===== src/rtl/pb_press_detect.sv =====
// pb_press_detect: press-side handler for an active-low push button.
// Synchronizes PB through two flops, debounces press and release, and reports
// a one-cycle press pulse, a debounced held level and a one-cycle long-press pulse.
// Ports: clk, rst_n (async, active-low), PB (raw, low = pressed),
//        pressed (pulse), held (level), long_press (pulse). All outputs registered.
// Optional feature: define PB_REPEAT_EN to emit auto-repeat pressed pulses every
// REPEAT_CYC cycles after long_press while the button stays down.
module pb_press_detect #(
  parameter int DEBOUNCE_CYC = 250000,
  parameter int LONG_CYC     = 50000000,
  parameter int REPEAT_CYC   = 10000000
) (
  input  logic clk,
  input  logic rst_n,
  input  logic PB,
  output logic pressed,
  output logic held,
  output logic long_press
);

  localparam int HOLD_MAX = (LONG_CYC > REPEAT_CYC) ? LONG_CYC : REPEAT_CYC;
  localparam int DBW      = $clog2(DEBOUNCE_CYC + 1);
  localparam int HW       = $clog2(HOLD_MAX + 1);

  localparam logic [DBW-1:0] DB_TGT   = DBW'(DEBOUNCE_CYC);
  localparam logic [DBW-1:0] DB_ONE   = DBW'(1);
  localparam logic [HW-1:0]  LONG_TGT = HW'(LONG_CYC);
`ifdef PB_REPEAT_EN
  localparam logic [HW-1:0]  REP_TGT  = HW'(REPEAT_CYC);
`endif

  typedef enum logic [2:0] {
    IDLE     = 3'd0,
    PRESS_DB = 3'd1,
    HELD     = 3'd2,
    LONG     = 3'd3,
    REL_DB   = 3'd4
  } state_t;

  state_t         state_q, state_d;
  logic           pb_m_q, pb_m_d;
  logic           pb_s_q, pb_s_d;
  logic [DBW-1:0] dbcnt_q, dbcnt_d;
  logic [HW-1:0]  holdcnt_q, holdcnt_d;
  logic           from_long_q, from_long_d;
  logic           pressed_q, pressed_d;
  logic           held_q, held_d;
  logic           long_press_q, long_press_d;

  // Saturating increments: counters stop at their ceiling instead of wrapping.
  logic [DBW-1:0] db_inc;
  logic [HW-1:0]  hold_inc;
  logic           run_cnt;   // the button was seen down this cycle while accepted
  logic           cnt_long;  // which counting rule applies: 0 = HELD, 1 = LONG

  always_comb begin
    db_inc   = (dbcnt_q == DB_TGT) ? dbcnt_q : dbcnt_q + 1'b1;
    hold_inc = (&holdcnt_q) ? holdcnt_q : holdcnt_q + 1'b1;
  end

  always_comb begin
    pb_m_d       = PB;
    pb_s_d       = pb_m_q;
    state_d      = state_q;
    dbcnt_d      = dbcnt_q;
    holdcnt_d    = holdcnt_q;
    from_long_d  = from_long_q;
    pressed_d    = 1'b0;
    long_press_d = 1'b0;
    held_d       = held_q;
    run_cnt      = 1'b0;
    cnt_long     = 1'b0;

    case (state_q)
      IDLE: begin
        dbcnt_d = '0;
        if (!pb_s_q) begin
          if (DB_TGT == DB_ONE) begin
            state_d   = HELD;
            pressed_d = 1'b1;
            held_d    = 1'b1;
            holdcnt_d = '0;
          end else begin
            state_d = PRESS_DB;
            dbcnt_d = DB_ONE;
          end
        end
      end

      PRESS_DB: begin
        if (pb_s_q) begin
          state_d = IDLE;
          dbcnt_d = '0;
        end else if (db_inc == DB_TGT) begin
          state_d   = HELD;
          dbcnt_d   = '0;
          pressed_d = 1'b1;
          held_d    = 1'b1;
          holdcnt_d = '0;
        end else begin
          dbcnt_d = db_inc;
        end
      end

      HELD, LONG: begin
        if (pb_s_q) begin
          // Start of a possible release: holdcnt is frozen until we know.
          from_long_d = (state_q == LONG);
          if (DB_TGT == DB_ONE) begin
            state_d   = IDLE;
            held_d    = 1'b0;
            dbcnt_d   = '0;
            holdcnt_d = '0;
          end else begin
            state_d = REL_DB;
            dbcnt_d = DB_ONE;
          end
        end else begin
          run_cnt  = 1'b1;
          cnt_long = (state_q == LONG);
        end
      end

      REL_DB: begin
        if (!pb_s_q) begin
          // Release bounce: go back and resume counting on this same cycle,
          // so the hold time loses exactly the cycles the button read high.
          dbcnt_d  = '0;
          run_cnt  = 1'b1;
          cnt_long = from_long_q;
        end else if (db_inc == DB_TGT) begin
          state_d   = IDLE;
          held_d    = 1'b0;
          dbcnt_d   = '0;
          holdcnt_d = '0;
        end else begin
          dbcnt_d = db_inc;
        end
      end

      default: begin
        state_d = IDLE;
      end
    endcase

    if (run_cnt) begin
      if (!cnt_long) begin
        if (hold_inc == LONG_TGT) begin
          state_d      = LONG;
          long_press_d = 1'b1;
          holdcnt_d    = '0;
        end else begin
          state_d   = HELD;
          holdcnt_d = hold_inc;
        end
      end else begin
        state_d = LONG;
`ifdef PB_REPEAT_EN
        if (hold_inc == REP_TGT) begin
          pressed_d = 1'b1;
          holdcnt_d = '0;
        end else begin
          holdcnt_d = hold_inc;
        end
`endif
      end
    end
  end

  always_ff @(posedge clk or negedge rst_n) begin
    if (!rst_n) begin
      pb_m_q       <= 1'b1;
      pb_s_q       <= 1'b1;
      state_q      <= IDLE;
      dbcnt_q      <= '0;
      holdcnt_q    <= '0;
      from_long_q  <= 1'b0;
      pressed_q    <= 1'b0;
      held_q       <= 1'b0;
      long_press_q <= 1'b0;
    end else begin
      pb_m_q       <= pb_m_d;
      pb_s_q       <= pb_s_d;
      state_q      <= state_d;
      dbcnt_q      <= dbcnt_d;
      holdcnt_q    <= holdcnt_d;
      from_long_q  <= from_long_d;
      pressed_q    <= pressed_d;
      held_q       <= held_d;
      long_press_q <= long_press_d;
    end
  end

  assign pressed    = pressed_q;
  assign held       = held_q;
  assign long_press = long_press_q;

endmodule

===== config.mk =====
export PLATFORM = sky130hd
export DESIGN_NAME = pb_press_detect
export DESIGN_NICKNAME = d
export VERILOG_FILES = /design/src/rtl/pb_press_detect.sv
export SDC_FILE = /design/constraint.sdc
export NUM_CORES = 1
export LEC_CHECK = 0
export BUFFER_PORTS_ARGS = -buffer_cell sky130_fd_sc_hd__buf_2
export CORE_MARGIN = 2
export CORE_UTILIZATION = 50
export DETAILED_ROUTE_END_ITERATION = 12
export GPL_TIMING_DRIVEN = 0
export PLACE_DENSITY = 0.68
export SYNTH_ARGS = -nofsm -noshare
export SYNTH_HDL_FRONTEND = slang
export SYNTH_SLANG_ARGS = --single-unit

===== constraint.sdc =====
create_clock -name clk -period 3.02 [get_ports clk]
set_input_delay 0.151 -clock clk [delete_from_list [all_inputs] [get_ports clk]]
set_output_delay 0.151 -clock clk [all_outputs]
set_load 0.03 [all_outputs]

==> results of run 1 <==
==> cell usage in the layout (no fill, tap or decap), drive strengths merged, types with 9 or more instances in the layout <==
cell and n:
o21ai 36, a31oi 9, buf 31, inv 19, nor2 45, nor4 10
or3 10, and4 11, dfrtp 51, a21oi 23, nand3 49, nand2 61
clkbuf 29, nand4 25
==> worst max-delay path: stages (launching register included) <==
cell and delay [ps]:
sky130_fd_sc_hd__dfrtp_2 430, sky130_fd_sc_hd__or4_4 540, sky130_fd_sc_hd__or3_4 350, sky130_fd_sc_hd__or4_4 430
sky130_fd_sc_hd__a22o_1 240, sky130_fd_sc_hd__nor4_4 270, sky130_fd_sc_hd__buf_4 180, sky130_fd_sc_hd__nor2_4 60
sky130_fd_sc_hd__and3_1 200, sky130_fd_sc_hd__a221o_1 250
==> final timing paths <==
path	end	slack [ps]	cells after the start
min	pressed	80	1
min in group clk	pb_s_q	360	0
max in group asynchronous	dbcnt_q[0]	2140	1
max	dbcnt_q[12]	-40	9
max reg2reg	dbcnt_q[12]	-40	9
min reg2reg	pb_s_q	360	0
==> area by class of cell <==
cell class	count	area (um2)
fill	668	2969
multi-input combinational	373	2270
sequential	53	1344
buffer	32	176.4
timing repair buffer	24	173.9
tap	99	123.9
inverter	19	71.32
clock buffer	5	68.82
clock inverter	3	17.52
==> cells by family (layout without fill, tap and decap cells) <==
family	count (synthesis)	count (layout)
buffers and inverters	64	83
flip-flops	53	53
AND/OR/NAND/NOR	253	253
XOR/XNOR	13	13
multiplexers	2	2
AO/OA/AOI/OAI	101	102
adder cells (fa/ha/maj)	3	3
==> layer usage <==
metal / GRT usage (%) / vias up / routed length, um
li1: - / 1812 / -
met1: 36.06 / 1815 / 4715
met2: 37.78 / 162 / 4668
met3: 3.422 / 27 / 745
met4: 7.949 / 0 / 280
met5: 0 / - / 0
==> power breakdown <==
part           internal [mW]  leakage [nW]  switching (mW)  total, mW
Clock                  0.161        0.0439           0.246      0.407
Combinational         0.0146          1.01          0.0385     0.0530
Sequential             0.714         0.710         0.00535      0.720
Total                  0.890          1.76           0.290       1.18
==> state kept, by name, indices dropped and copies added (netlist names) <==
signal,cells
state_q,3
pressed,1
from_long_q,1
holdcnt_q,26
long_press,1
held,1
pb_m_q,1
dbcnt_q,18
pb_s_q,1
==> repair_timing <==
item | CTS | global route
resized for setup | 19 | 43
hold buffers | 1 | 0
setup buffers | 7 | 9
pin swaps | 5 | 10
hold endpoints to repair | 1 | 0
cloned | 0 | 3
setup endpoints to repair | 43 | 43
==> flow_summary.json, run 1 <==
{
  "status": "finished, violations left",
  "violations": "setup timing",
  "critical_path_arrival_ps": 3260,
  "antenna_left": 0,
  "placedInstanceArea_um2": 3876,
  "synth_most_common_cell": "sky130_fd_sc_hd__nand2_1",
  "combinational_family_with_the_most_area_after_synthesis": "simple AND/OR/NAND/NOR gates",
  "initial_utilization_pct": 51.60,
  "flow.area_growth_from_synthesis_pct": 14.05,
  "worstSetupEndpointType": "register",
  "tritoncts_clock_tree": "built",
  "ys_types": 56,
  "die_h_um": 90.28,
  "wl_per_cell_um": 17.12,
  "final_core_util_pct": 58.85,
  "port-buffer-count": 5,
  "setup_viol_count_final": 1,
  "synth.mux.area_fraction_pct": 0.5378,
  "post-route-cell-area_um2": 4245,
  "dp.cells": 593,
  "finalClockSkew_ps": 7.741,
  "finalCriticalPeriod_ps": 3056,
  "cap_violations": 0,
  "warnings_synthesis": 0,
  "dp_hpwl_mm": 6.657,
  "average_via_count_per_standard_cell": 6.276,
  "hold_viol": 0,
  "synth_area_leader_cell": "sky130_fd_sc_hd__dfrtp_1",
  "timing.setup.tns_ps": -36.46,
  "synth_compound_area_share_pct": 17.24,
  "drt_pre_antenna_iters": 5,
  "fin_hold_ws_ps": 76.78,
  "drcViolationCount": 0,
  "routabilityCongestion": 0.8995,
  "detail_route.iter0.violations": 363,
  "async_set_or_reset_flop_fraction_in_the_synthesized_netlist_pct": 100.0,
  "maxSlewHeadroom_pct": 20.44,
  "floorplan.die.width_um": 90.28,
  "grt_pass1_vias": 3331,
  "yosys.area.top_type_share_pct": 34.29,
  "fmax_ghz": 0.3272,
  "synth_adder_area_share_pct": 1.008,
  "drt_wl_total_mm": 10.41,
  "count_of_pins_over_their_slew_limit": 0,
  "routed-via-count": 3816,
  "antenna_found_initial": 0,
  "totalPowerFinal_mw": 1.180,
  "cp.required_ps": 3220,
  "grt_usage_pct": 24.63,
  "core_area_um2": 7214,
  "synthTopCellsByArea": "sky130_fd_sc_hd__dfrtp_1, sky130_fd_sc_hd__nand3_1, sky130_fd_sc_hd__nand2_1",
  "syn-num-nets": 495,
  "ctsHtreeMaxLevel": 2,
  "globalRouteOverflowTotal": 0,
  "synthCells": 489,
  "timing_worst_setup_path_type": "register to register",
  "yosys-top-cells-count": "sky130_fd_sc_hd__nand2_1, sky130_fd_sc_hd__dfrtp_1, sky130_fd_sc_hd__nand3_1",
  "top_ff_cell_synth": "sky130_fd_sc_hd__dfrtp_1",
  "hold_class": "input port to async pin",
  "boundaryPins": 6,
  "num_rows": 31,
  "worst_ir_drop_vdd_v": 0.0001399,
  "startpoint_type": "register",
  "mappedNetlistArea_um2": 3722,
  "cts.clk_slew.worst_paths_ps": 100,
  "ys_seq_area_share_pct": 35.70,
  "synth.avg_cell_area_um2": 7.612,
  "leakagePower_nw": 1.762,
  "largest_net_degree_at_the_start_of_global_routing": 54,
  "design.final.nets": 514,
  "final_layout_size_suffix_gt1_share_pct": 16.11,
  "synthXorXnorAreaFrac_pct": 3.059,
  "clk_buf_depth": 2,
  "setup_repair_after_global_routing_missed_its_margin": "true",
  "grt_first_pass_wirelength_mm": 16.50,
  "layout_setup_ws_ps": -36.46,
  "timing_startpoint_of_the_critical_path": "dbcnt_q[6]",
  "clk_latency_ps": 310,
  "worstMarginPinSlew_ps": 1193,
  "timing.rr.start": "dbcnt_q[6]",
  "area_of_the_die_um2": 8150,
  "cts-buffers-inserted": 5,
  "pre_cts_slack_ps": -414.9,
  "ys_ff_latch": 53,
  "stdcell_count": 608,
  "clk_sink_count": 53,
  "yosys.area_share.simple_pct": 35.70,
  "power_per_cell_area_nw_per_um2": 277.9,
  "worst-path-max-fanout": 7,
  "period_share_pct": 101.2,
  "diodes": 0,
  "clock_tree.root_cell": "sky130_fd_sc_hd__clkbuf_8",
  "synth_enable_flop_cells": 0
}
No activity file was read; power rests on OpenSTA's default activity.
==> inputs of run 2 (changes only) <==
--- a/config.mk
+++ b/config.mk
@@ -8,9 +8,10 @@
 export BUFFER_PORTS_ARGS = -buffer_cell sky130_fd_sc_hd__buf_2
 export CORE_MARGIN = 2
 export CORE_UTILIZATION = 50
+export CTS_BUF_LIST = sky130_fd_sc_hd__clkbuf_16
 export DETAILED_ROUTE_END_ITERATION = 12
 export GPL_TIMING_DRIVEN = 0
-export PLACE_DENSITY = 0.68
+export PLACE_DENSITY = 0.66
 export SYNTH_ARGS = -nofsm -noshare
 export SYNTH_HDL_FRONTEND = slang
 export SYNTH_SLANG_ARGS = --single-unit
==> constraint.sdc (replaced) <==
create_clock -name clk -period 2.89 [get_ports clk]
set_input_delay 0.1445 -clock clk [delete_from_list [all_inputs] [get_ports clk]]
set_output_delay 0.1445 -clock clk [all_outputs]
set_load 0.03 [all_outputs]
==> run 2 against run 1 <==
  * The flow still finishes with violations (setup timing)
  * Count of clock-buffer cells in the layout unchanged
  * Cell count increased by 2.0%
  * Routed wire length increased by 0.18%
  * Cell area increased by 5.4%
  * Flip-flop and latch count unchanged
  * First-iteration DRC count decreased by 23%
  * Critical path depth unchanged
  * Non-clock buffer count increased by 13
  * Global-route usage increased by 0.36 points
  * Register-to-register slack got worse by 120 ps
  * Maximum frequency increased by 0.36%
==> flow_summary.json, run 2 (synthesis results as in run 1) <==
{
  "num_rows": 31,
  "fmax_ghz": 0.3283,
  "hold_class": "input port to async pin",
  "critical_r2r_capture": "dbcnt_q[12]",
  "clk_sink_count": 53,
  "uppermost_layer_routed": "met4",
  "timing_worst_setup_path_type": "register to register",
  "leakagePower_nw": 1.896,
  "design.final.nets": 526,
  "seq_cell_area_um2": 1336,
  "layout_top_registers": "holdcnt_q: 26 flops, dbcnt_q: 18 flops, state_q: 3 flops",
  "cap_violations": 0,
  "status": "finished, violations left",
  "share_clk_of_total_power_pct": 43.2,
  "drcViolationCount": 0,
  "multi_input_area_um2": 2312,
  "mostFrequentLayoutCells": "sky130_fd_sc_hd__nand2_1, sky130_fd_sc_hd__nand3_1, sky130_fd_sc_hd__dfrtp_1, sky130_fd_sc_hd__nor2_1, sky130_fd_sc_hd__o21ai_0",
  "dp_hpwl_mm": 6.724,
  "cts-buffers-inserted": 5,
  "average_via_count_per_standard_cell": 6.129,
  "grt_pass1_vias": 3411,
  "worstSetupEndpointType": "register",
  "met1Wirelength_mm": 4.904,
  "power_per_cell_area_nw_per_um2": 323.4,
  "combPwrFrac_pct": 4.9,
  "dp.cells": 593,
  "fin_hold_ws_ps": 302.7,
  "cts.clk_slew.worst_paths_ps": 80,
  "pre_cts_slack_ps": -589.2,
  "critical_path_arrival_ps": 3230,
  "maxSlewHeadroom_pct": 59.21,
  "ctsHtreeMaxLevel": 2,
  "cp.required_ps": 3070,
  "stdcell_count": 620,
  "period_share_pct": 105.4,
  "final_layout_size_suffix_gt1_share_pct": 17.66,
  "largest_net_degree_at_the_start_of_global_routing": 54,
  "power.share.switching_pct": 24.02,
  "grt_first_pass_wirelength_mm": 16.78,
  "layout_commonest_cell": "sky130_fd_sc_hd__nand2_1",
  "initial_utilization_pct": 51.60,
  "globalRouteOverflowTotal": 0,
  "setup_viol_count_final": 40,
  "clock_tree.root_cell": "sky130_fd_sc_hd__clkbuf_16",
  "routed-wl-met3_um": 684,
  "worst_ir_drop_vdd_v": 0.0002595,
  "die_h_um": 90.28,
  "wl_per_cell_um": 16.82,
  "floorplan.die.width_um": 90.28,
  "worstMarginPinSlew_ps": 596.5,
  "worst_r2r_path_depth": 9,
  "hold_viol": 0,
  "tritoncts_clock_tree": "built",
  "detail_route.iter0.violations": 278,
  "largest_register_ff_count": 26,
  "clk_latency_ps": 290,
  "drt_wl_total_mm": 10.43,
  "dr_wl_met2_mm": 4.794,
  "ff2ff_setup_slack_ps": -160,
  "routabilityCongestion": 0.8746,
  "psw_uw": 347.4,
  "totalPowerFinal_mw": 1.447,
  "port-buffer-count": 5,
  "drt_pre_antenna_iters": 5,
  "grt_usage_pct": 24.99,
  "finalClockSkew_ps": 8.367,
  "setup_repair_after_global_routing_missed_its_margin": "true",
  "violations": "setup timing",
  "clk_buf_depth": 2,
  "top_register": "holdcnt_q",
  "routed-via-count": 3800,
  "finalCriticalPeriod_ps": 3046,
  "count_of_pins_over_their_slew_limit": 0,
  "antenna_left": 0,
  "core_area_um2": 7214,
  "timing.rr.start": "dbcnt_q[8]",
  "worst-path-max-fanout": 8,
  "p_int_mw": 1.099,
  "startpoint_type": "register",
  "boundaryPins": 6,
  "antenna_found_initial": 0,
  "diodes": 0,
  "layout_setup_ws_ps": -155.6,
  "fillCellCount": 644,
  "area_of_the_die_um2": 8150,
  "flow.area_growth_from_synthesis_pct": 20.17,
  "power.share.sequential_pct": 51.9
}
[run 2: changes by cell type in the layout (fill, tap and decap cells not counted), sizes merged]
| cell | delta |
|---|---|
| clkinvlp | -1 |
| dlygate4sd3 | +1 |
| clkbuf | +5 |
| inv | +1 |
| a21oi | -1 |
| buf | +7 |
[run 2: per-layer routing]
layer,global-route usage (%),up-vias
met5,0,-
met4,5.128,0
met3,3.840,4
met2,40.29,135
met1,35.89,1816
li1,-,1845
[run 2: power groups by stage]
stage                     Clock (mW)  Combinational, mW  Sequential, mW
final                          0.625             0.0703           0.751
after global routing           0.673             0.0787           0.752
after CTS                      0.641             0.0597           0.751
after detailed placement           0             0.0518           0.765
after global placement             0             0.0508           0.765
after floorplan                    0             0.0262           0.764
[run 2: how the worst max path moves through the flow]
stage	startpoint	to	slack [ps]	cells after the start
6_report	dbcnt_q[8]	dbcnt_q[12]	-160	9
5_1_grt	dbcnt_q[8]	dbcnt_q[0]	-210	10
4_1_cts	dbcnt_q[0]	holdcnt_q[24]	-160	12
2_1_floorplan	dbcnt_q[13]	dbcnt_q[12]	-70	8
3_3_place_gp	dbcnt_q[13]	dbcnt_q[4]	-590	9
3_5_place_dp	dbcnt_q[8]	dbcnt_q[4]	-590	9
[run 2: cell type report]
type | instances | share of cell area (%)
inverter | 19 | 1.594
timing repair buffer | 33 | 6.154
tap | 99 | 2.769
clock inverter | 3 | 0.5874
multi-input combinational | 372 | 51.69
sequential | 53 | 29.87
clock buffer | 5 | 2.797
buffer | 36 | 4.531
[run 2: stage by stage]
stage / utilization [%] / setup TNS (ps) / cell area (um2)
floorplan: - / -199.3 / 3752
global placement: 54.08 / -19740 / 3901
detailed placement: 54.08 / -20010 / 3901
CTS: 58.90 / -4031 / 4249
global route: 62.00 / -6163 / 4473
finish: 62.00 / -3374 / 4473
[run 2: critical path: stages, from the launching register on]
cell,delay [ps]
sky130_fd_sc_hd__dfrtp_2,420
sky130_fd_sc_hd__or4_4,540
sky130_fd_sc_hd__or3_4,350
sky130_fd_sc_hd__or4_4,420
sky130_fd_sc_hd__a22o_1,240
sky130_fd_sc_hd__nor4_4,290
sky130_fd_sc_hd__buf_6,170
sky130_fd_sc_hd__nor2_4,60
sky130_fd_sc_hd__and3_4,190
sky130_fd_sc_hd__a221o_1,250
[run 2: what timing repair did]
item | in CTS | in global routing
pin swaps | 8 | 11
hold buffers | 1 | 1
cloned | 1 | 2
endpoints found under the setup margin | 46 | 45
gates resized for setup | 23 | 43
hold endpoints to repair | 1 | 15
buffers inserted | 14 | 8
==> inputs of run 3 (changes only) <==
--- a/config.mk
+++ b/config.mk
@@ -5,6 +5,7 @@
 export SDC_FILE = /design/constraint.sdc
 export NUM_CORES = 1
 export LEC_CHECK = 0
+export ABC_AREA = 1
 export BUFFER_PORTS_ARGS = -buffer_cell sky130_fd_sc_hd__buf_2
 export CORE_MARGIN = 2
 export CORE_UTILIZATION = 50
==> run 3 against run 2 <==
  * The run now ends clean
  * Setup slack better by 390 ps
  * Sequential power up 21%
  * Routed wire length up 12%
  * Critical path type unchanged
  * Largest power group unchanged
==> flow_summary.json, run 3 <==
{
  "status": "complete, no violations",
  "diodes": 0,
  "ctsHtreeMaxLevel": 2,
  "final_layout_size_suffix_gt1_share_pct": 7.324,
  "clock_tree.root_cell": "sky130_fd_sc_hd__clkbuf_16",
  "critical_path_arrival_ps": 2840,
  "wl_per_cell_um": 15.11,
  "crit_path_largest_cell_delay_ps": 460,
  "dp.cells": 761,
  "ys_ff_latch": 53,
  "cap_violations": 0,
  "grt_usage_pct": 27.52,
  "combinational_family_with_the_most_area_after_synthesis": "simple AND/OR/NAND/NOR gates",
  "worst-path-max-fanout": 10,
  "synth_enable_flop_cells": 0,
  "synth.avg_cell_area_um2": 6.246,
  "yosys.area_share.simple_pct": 47.50,
  "worstMarginPinSlew_ps": 697.6,
  "clk_sink_count": 53,
  "globalRouteOverflowTotal": 0,
  "num_rows": 32,
  "timing.setup.tns_ps": 0,
  "placedInstanceArea_um2": 4238,
  "timing_worst_setup_path_type": "register to register",
  "finalCriticalPeriod_ps": 2657,
  "grt_pass1_vias": 4002,
  "antenna_found_initial": 0,
  "initial_utilization_pct": 52.32,
  "mappedNetlistArea_um2": 4085,
  "leakagePower_nw": 2.159,
  "mostFrequentLayoutCells": "sky130_fd_sc_hd__nand2_1, sky130_fd_sc_hd__nor2_1, sky130_fd_sc_hd__inv_1, sky130_fd_sc_hd__nand3_1, sky130_fd_sc_hd__dfrtp_1",
  "synthXorXnorAreaFrac_pct": 3.002,
  "synth_compound_area_share_pct": 6.279,
  "layout_top_registers": "holdcnt_q: 26 flops, dbcnt_q: 18 flops, state_q: 3 flops",
  "fillCellCount": 752,
  "hold_class": "register to register",
  "yosys.area.top_type_share_pct": 31.24,
  "fmax_ghz": 0.3764,
  "largest_register_ff_count": 26,
  "cts.clk_slew.worst_paths_ps": 80,
  "drcViolationCount": 0,
  "worst_ir_drop_vdd_v": 0.0004224,
  "ys_seq_area_share_pct": 32.53,
  "critical-path-slowest-cell": "sky130_fd_sc_hd__dfrtp_1",
  "setup_viol_count_final": 0,
  "top_register": "holdcnt_q",
  "tritoncts_clock_tree": "built",
  "largest_net_degree_at_the_start_of_global_routing": 54,
  "clk_buf_depth": 2,
  "hold_viol": 0,
  "synth_adder_area_share_pct": 0.9188,
  "period_share_pct": 91.93,
  "antenna_left": 0,
  "power_per_cell_area_nw_per_um2": 515.6,
  "drt_wl_total_mm": 11.65,
  "cp.required_ps": 3070,
  "grt_first_pass_wirelength_mm": 19.00,
  "routed-via-count": 4196,
  "port-buffer-count": 5,
  "boundaryPins": 6,
  "drt_pre_antenna_iters": 5,
  "core_area_um2": 7807,
  "worstPathBufferInverterCount": 3,
  "synthTopCellsByArea": "sky130_fd_sc_hd__dfrtp_1, sky130_fd_sc_hd__nand2_1, sky130_fd_sc_hd__nor2_1",
  "clk_latency_ps": 300,
  "warnings_synthesis": 0,
  "floorplan.die.width_um": 94.39,
  "flow.area_growth_from_synthesis_pct": 9.341,
  "detail_route.iter0.violations": 277,
  "post-route-cell-area_um2": 4467,
  "top_ff_cell_synth": "sky130_fd_sc_hd__dfrtp_1",
  "setup_repair_after_global_routing_missed_its_margin": "false",
  "die_h_um": 94.39,
  "synth_area_leader_cell": "sky130_fd_sc_hd__dfrtp_1",
  "stdcell_count": 771,
  "ys_types": 33,
  "layout_commonest_cell": "sky130_fd_sc_hd__nand2_1",
  "startpoint_type": "register",
  "yosys-top-cells-count": "sky130_fd_sc_hd__nand2_1, sky130_fd_sc_hd__nor2_1, sky130_fd_sc_hd__inv_1",
  "average_via_count_per_standard_cell": 5.442,
  "async_set_or_reset_flop_fraction_in_the_synthesized_netlist_pct": 100.0,
  "synthCells": 654,
  "cts-buffers-inserted": 5,
  "routabilityCongestion": 0.9238,
  "synth.mux.area_fraction_pct": 0,
  "ff2ff_setup_slack_ps": 230,
  "synth_most_common_cell": "sky130_fd_sc_hd__nand2_1",
  "maxSlewHeadroom_pct": 53.50,
  "area_of_the_die_um2": 8909,
  "design.final.nets": 674,
  "worstSetupEndpointType": "register",
  "count_of_pins_over_their_slew_limit": 0,
  "critPathTopFamily": "simple AND/OR/NAND/NOR gates",
  "syn-num-nets": 660,
  "cp_cell_sequence": "ha_4 -> nand3_2 -> inv_2 -> nand2_4 -> nor2_4 -> nand2_4 -> buf_6 -> nand2_1 -> nand3_1 -> nor2_1 -> nand4_4 -> buf_6 -> nand3_1 -> nand2_1",
  "finalClockSkew_ps": 16.12,
  "dp_hpwl_mm": 8.851
}
[run 3: layout make-up]
class,instances,area [um2],share of cell area [%]
Multi-Input combinational cell,507,2390,53.50
Sequential cell,53,1330,29.78
Inverter,81,304.0,6.807
Tap cell,102,127.6,2.857
Clock buffer,5,125.1,2.801
Buffer,13,95.09,2.129
Clock inverter,3,47.55,1.064
Timing Repair Buffer,7,47.55,1.064
[run 3: power breakdown]
group	leakage, nW	switching [mW]	internal, mW
Combinational	1.35	0.480	0.202
Clock	0.0848	0.299	0.416
Sequential	0.721	0.0938	0.812
[run 3: per-layer routing]
| layer | wire (um) | global-route usage (%) | part of all wire, % |
|---|---|---|---|
| met2 | 5931 | 50.77 | 51 |
| met5 | 0 | 0 | 0 |
| met4 | 323 | 9.541 | 2.8 |
| met1 | 4896 | 33.00 | 42 |
| met3 | 500 | 3.272 | 4.3 |
[run 3: worst paths after layout]
| path | end | cells past startpoint | start |
|---|---|---|---|
| setup / recovery | holdcnt_q[13] | 14 | holdcnt_q[1] |
| hold / removal | pb_s_q | 0 | pb_m_q |
| setup reg to reg | holdcnt_q[13] | 14 | holdcnt_q[1] |
| hold reg to reg | pb_s_q | 0 | pb_m_q |
| max in group asynchronous | holdcnt_q[0] | 2 | rst_n |
| min in group asynchronous | holdcnt_q[23] | 2 | rst_n |
[run 3: metrics by stage]
step	hold slack, ps	util, %	power (mW)	setup slack (ps)
finish	360.5	57.21	2.303	233.3
global route	370.1	57.21	2.440	24.60
CTS	162.8	56.65	2.291	55.21
detailed placement	251.8	54.28	1.575	33.27
global placement	250.4	54.28	1.559	24.50
floorplan	-151.1	-	1.374	601.6
[run 3: repair_timing]
| item | in CTS | in global routing |
|---|---|---|
| resized for setup | 1 | 7 |
| endpoints found under the hold margin | 1 | 51 |
| hold buffers | 1 | 1 |
| endpoints found under the setup margin | 2 | 33 |
| setup buffers | 0 | 0 |
[run 3: logic make-up after synthesis]
family	after synthesis
flip-flops	53
AND/OR/NAND/NOR	445
XOR/XNOR	14
buffers and inverters	94
AO/OA/AOI/OAI	45
adder cells (fa/ha/maj)	3
[run 3: worst reg2reg max path: stages, from the launching register on]
cell,delay (ps)
sky130_fd_sc_hd__dfrtp_1,460
sky130_fd_sc_hd__ha_4,230
sky130_fd_sc_hd__nand3_2,150
sky130_fd_sc_hd__inv_2,150
sky130_fd_sc_hd__nand2_4,90
sky130_fd_sc_hd__nor2_4,170
sky130_fd_sc_hd__nand2_4,110
sky130_fd_sc_hd__buf_6,170
sky130_fd_sc_hd__nand2_1,150
sky130_fd_sc_hd__nand3_1,110
sky130_fd_sc_hd__nor2_1,200
sky130_fd_sc_hd__nand4_4,210
sky130_fd_sc_hd__buf_6,210
sky130_fd_sc_hd__nand3_1,60
sky130_fd_sc_hd__nand2_1,80
